--- src/rtl/multi_gate_filtered_pkg.sv ---
// Shared gate operation codes and elaboration-time helpers for multi_gate_filtered.
package multi_gate_filtered_pkg;

  // Reduction operator selected by the mode input.
  typedef enum logic [1:0] {
    GATE_AND  = 2'b00,
    GATE_OR   = 2'b01,
    GATE_XOR  = 2'b10,
    GATE_NAND = 2'b11
  } gate_mode_e;

  // Ceiling log2, used only for sizing at elaboration.
  function automatic int unsigned clog2(input int unsigned v);
    int unsigned r;
    r = 0;
    for (int unsigned i = 0; i < 32; i++) begin
      if ((64'(1) << i) < 64'(v)) r = i + 1;
    end
    return r;
  endfunction

endpackage

--- src/rtl/multi_gate_filtered_chan_debounce.sv ---
// One-bit synchroniser plus glitch filter: a new level is accepted only after
// FILT_CYCLES consecutive synchronised samples disagree with the held level.
module multi_gate_filtered_chan_debounce
  import multi_gate_filtered_pkg::*;
#(
  parameter int unsigned FILT_CYCLES = 4
) (
  input  logic clk,
  input  logic rst,
  input  logic raw,
  output logic filt
);

  localparam int unsigned            CNT_W   = clog2(FILT_CYCLES) + 1;
  localparam logic [CNT_W-1:0]       CNT_MAX = CNT_W'(FILT_CYCLES - 1);

  logic             s1;
  logic             s2;
  logic [CNT_W-1:0] cnt;

  // Two-flop synchroniser followed by the consecutive-disagreement counter.
  always_ff @(posedge clk or posedge rst) begin
    if (rst) begin
      s1   <= 1'b0;
      s2   <= 1'b0;
      cnt  <= '0;
      filt <= 1'b0;
    end else begin
      s1 <= raw;
      s2 <= s1;
      if (s2 == filt) begin
        cnt <= '0;
      end else if (cnt == CNT_MAX) begin
        filt <= s2;
        cnt  <= '0;
      end else begin
        cnt <= cnt + CNT_W'(1);
      end
    end
  end

endmodule

--- src/rtl/multi_gate_filtered.sv ---
// Registered multi-input gate over debounced channels with a change pulse.
module multi_gate_filtered
  import multi_gate_filtered_pkg::*;
#(
  parameter int unsigned CHANNELS    = 4,
  parameter int unsigned FILT_CYCLES = 4
) (
  input  logic                clk,
  input  logic                rst,
  input  logic [CHANNELS-1:0] in_bits,
  input  logic [CHANNELS-1:0] chan_en,
  input  logic [1:0]          mode,
  output logic                gate_out,
  output logic                change,
  output logic [CHANNELS-1:0] filt_bits
);

  logic                primed;
  logic                next_out_c;
  logic [CHANNELS-1:0] and_view_c;
  logic [CHANNELS-1:0] or_view_c;

  // One debounced filter per channel.
  for (genvar i = 0; i < CHANNELS; i++) begin : g_chan
    multi_gate_filtered_chan_debounce #(
      .FILT_CYCLES(FILT_CYCLES)
    ) u_deb (
      .clk  (clk),
      .rst  (rst),
      .raw  (in_bits[i]),
      .filt (filt_bits[i])
    );
  end

  // Masked channels take the identity of the selected operator.
  always_comb begin
    and_view_c = filt_bits | ~chan_en;
    or_view_c  = filt_bits & chan_en;
    next_out_c = 1'b0;
    case (mode)
      GATE_AND:  next_out_c = &and_view_c;
      GATE_OR:   next_out_c = |or_view_c;
      GATE_XOR:  next_out_c = ^or_view_c;
      GATE_NAND: next_out_c = ~(&and_view_c);
      default:   next_out_c = 1'b0;
    endcase
  end

  // Output register; the first evaluation after reset never pulses change.
  always_ff @(posedge clk or posedge rst) begin
    if (rst) begin
      gate_out <= 1'b0;
      change   <= 1'b0;
      primed   <= 1'b0;
    end else begin
      gate_out <= next_out_c;
      change   <= primed & (next_out_c != gate_out);
      primed   <= 1'b1;
    end
  end

endmodule

--- config.mk ---
export PLATFORM = sky130hd
export DESIGN_NAME = multi_gate_filtered
export DESIGN_NICKNAME = d
export VERILOG_FILES = /design/src/rtl/multi_gate_filtered_pkg.sv /design/src/rtl/multi_gate_filtered_chan_debounce.sv /design/src/rtl/multi_gate_filtered.sv
export SDC_FILE = /design/constraint.sdc
export NUM_CORES = 1
export LEC_CHECK = 0
export CORE_MARGIN = 5
export CORE_UTILIZATION = 51
export CTS_CLUSTER_SIZE = 8
export DETAILED_ROUTE_END_ITERATION = 8
export PLACE_DENSITY_LB_ADDON = 0.25
export SYNTH_ARGS = -nofsm -noshare
export SYNTH_HDL_FRONTEND = slang
export SYNTH_SLANG_ARGS = --single-unit
--- constraint.sdc ---
create_clock -name clk -period 1.92 [get_ports clk]
set_input_delay 0.384 -clock clk [delete_from_list [all_inputs] [get_ports clk]]
set_output_delay 0.384 -clock clk [all_outputs]
set_load 0.01 [all_outputs]
==> impl_metrics.env <==
export IMPL_startpoint_type="input port"
export IMPL_root_buffer="clkbuf_4"
export IMPL_gp_congestion=0.6792
export IMPL_chipWidth_um=56.49
export IMPL_groute_usage_overall=0.1146
export IMPL_drcViolationCount=0
export IMPL_antenna_cells=0
export IMPL_worstSetupEndpoint="change$_DFF_PP0_"
export IMPL_fp_dieH_um=56.49
export IMPL_antenna_found_initial=0
export IMPL_cts_resized=0
export IMPL_syn_avg_cell_area_sq_um=13.12
export IMPL_r2r_end="change$_DFF_PP0_"
export IMPL_viasPerCell=5.008
export IMPL_synth_yosys_warnings=0
export IMPL_timing_fmax_mhz=570.1
export IMPL_ys_seq_area_frac=0.6129
export IMPL_die_area_sq_um=3191
export IMPL_cp_max_fo=2
export IMPL_fp_row_count=16
export IMPL_hold_violations=0
export IMPL_cts_buffer_depth=2
export IMPL_place_ws_ns=-0.1846
export IMPL_grt_max_degree=28
export IMPL_rsz0062_at_grt="no"
export IMPL_r2r_start="g_chan[3].u_deb.filt$_DFFE_PP0P_"
export IMPL_crit_path_start="chan_en[2]"
export IMPL_synthCells=84
export IMPL_syn_nets=102
export IMPL_p_leak_nw=0.5979
export IMPL_core_area_sq_um=2002
export IMPL_dp_hpwl_um=1213
export IMPL_slew_viol_final=0
export IMPL_layoutNonFillerInstCount=129
export IMPL_crit_type="in2reg"
export IMPL_path_clk_slew_ns=0.13
export IMPL_arrival_ns=2.00
export IMPL_final_core_util=0.6544
export IMPL_overflow=0
export IMPL_end_kind="register"
export IMPL_post_cts_buffers=0
export IMPL_finalCriticalPeriod_ns=1.754
export IMPL_htree_levels=1
export IMPL_cts_buffers=3
export IMPL_ant_nets=0
export IMPL_clock_skew_ns=0.008755
export IMPL_fin_ws_ns=0.1660
export IMPL_first_global_vias=686
export IMPL_synth_seq_cells=27
export IMPL_ff2ff_setup_slack_ns=0.25
export IMPL_period_share=0.9136
export IMPL_hp_class="reg2reg"
export IMPL_area_growth_pct=18.84
export IMPL_cts_hold_buf=0
export IMPL_p_per_area_nw_per_um2=1206
export IMPL_r2r_cells=6
export IMPL_wire_per_inst_um=11.87
export IMPL_mappedNetlistArea_sq_um=1102
export IMPL_ioPinCount=18
export IMPL_grt_pass1_wl_um=2898
export IMPL_drtIter0Drc=5
export IMPL_dr_pass1_iters=3
export IMPL_io_buffers=17
export IMPL_hp_start="g_chan[2].u_deb.s1$_DFF_PP0_"
export IMPL_crit_required_ns=2.17
export IMPL_status="complete, no violations"
export IMPL_fin_nets=121
export IMPL_yosys_cell_types_count=20
export IMPL_dp_cells=125
export IMPL_power_mw=1.580
export IMPL_clkLatencyLatePin_ns=0.31
export IMPL_initial_core_util=0.5506
export IMPL_vias=646
export IMPL_max_cap_violations=0
export IMPL_hold_depth=0
export IMPL_drive_above_1_share=0.03922
export IMPL_routed_wl_um=1531
export IMPL_cts_tree="yes"
export IMPL_ir_worst_vdd_mv=0.7482
export IMPL_setup_viol_count_final=0
export IMPL_clkSinkCount=27
[flip-flops by register name, indices dropped and copies added, names as in the netlist]
signal	cells
g_chan.u_deb.s1	4
gate_out	1
change	1
g_chan.u_deb.cnt	12
primed	1
g_chan.u_deb.filt	4
g_chan.u_deb.s2	4
[worst min path at each step]
stage	end	slack, ns
after floorplan	g_chan[0].u_deb.s2$_DFF_PP0_	0.33
after global placement	g_chan[1].u_deb.s2$_DFF_PP0_	0.33
after detailed placement	g_chan[2].u_deb.s2$_DFF_PP0_	0.34
after CTS	g_chan[2].u_deb.s2$_DFF_PP0_	0.37
after global routing	g_chan[1].u_deb.s2$_DFF_PP0_	0.38
final	g_chan[2].u_deb.s2$_DFF_PP0_	0.37
[logic make-up after synthesis]
family	count (synthesis)	synth area share
and+or+nand+nor	32	0.1691
other	1	0.003402
buffers and inverters	5	0.03064
muxes	5	0.04994
adders and majority gates	6	0.06810
AOI/OAI and AO/OA	3	0.02611
xor gates and xnor gates	5	0.03973
DFF	27	0.6129
[cells in the mapped netlist]
| master | n | share of area |
|---|---|---|
| dfrtp_1 | 27 | 0.61 |
| nor2b_1 | 11 | 0.062 |
| nor3b_1 | 7 | 0.048 |
| ha_1 | 6 | 0.068 |
| nand2_1 | 6 | 0.020 |
| buf_4 | 4 | 0.027 |
| mux2_1 | 4 | 0.041 |
| nor3_1 | 4 | 0.018 |
| xnor2_1 | 4 | 0.032 |
| a211o_1 | 1 | 0.0079 |
| a22o_1 | 1 | 0.0079 |
| and2_1 | 1 | 0.0057 |
| conb_1 | 1 | 0.0034 |
| inv_1 | 1 | 0.0034 |
| mux2i_1 | 1 | 0.0091 |
| nand2b_1 | 1 | 0.0057 |
| nor2_1 | 1 | 0.0034 |
| nor4_1 | 1 | 0.0057 |
| o41a_1 | 1 | 0.010 |
| xor2_1 | 1 | 0.0079 |
[power breakdown]
| part | internal (mW) | switching (mW) |
|---|---|---|
| combinational | 0.312 | 0.232 |
| sequential | 0.704 | 0.100 |
| clock | 0.0811 | 0.150 |
[stage by stage]
| stage | instance area, sq um | hold WS (ns) | setup TNS, ns |
|---|---|---|---|
| floorplan | 1102 | 0.3312 | 0 |
| global placement | 1284 | 0.3347 | -0.1748 |
| detailed placement | 1284 | 0.3395 | -0.2409 |
| CTS | 1310 | 0.3705 | 0 |
| global route | 1310 | 0.3790 | 0 |
| finish | 1310 | 0.3667 | 0 |
[area by class of cell]
type	count	area, sq um
flip-flops and latches	27	675.6
multi-input cells	52	392.9
well taps	27	33.78
inverters	1	3.754
clock buffers	4	26.28
fillers	172	691.9
repair buffers	18	177.7
[per-layer routing]
layer / routed length, um / vias to the layer above / GRT usage
met1: 699 / 311 / 0.1420
met2: 725 / 15 / 0.1881
li1: - / 317 / -
met3: 85 / 3 / 0.03440
met4: 21 / 0 / 0.04068
met5: 0 / - / 0
[critical path, cell delays in order]
cell	delay [ns]
clkdlybuf4s50_1	0.47
nand2_1	0.06
ha_1	0.30
xor2_1	0.16
a22o_1	0.20
a211o_1	0.25
mux2i_1	0.17
[cell usage in the layout, fill, tap and decap left out]
master           synthesis  routed
nand2b_1                 1       1
nor3b_1                  7       7
and2_1                   1       1
a211o_1                  1       1
nand2_1                  6       6
ha_1                     6       6
nor4_1                   1       1
mux2i_1                  1       1
clkdlybuf4s50_1          0      17
nor2b_1                 11      11
nor3_1                   4       4
nor2_1                   1       1
o41a_1                   1       1
xnor2_1                  4       4
dfrtp_1                 27      27
clkbuf_4                 0       3
a22o_1                   1       1
buf_4                    4       1
clkbuf_1                 0       1
mux2_1                   4       4
xor2_1                   1       1
inv_1                    1       1
conb_1                   1       1
Note: power is estimated with default switching activity, not from simulation.
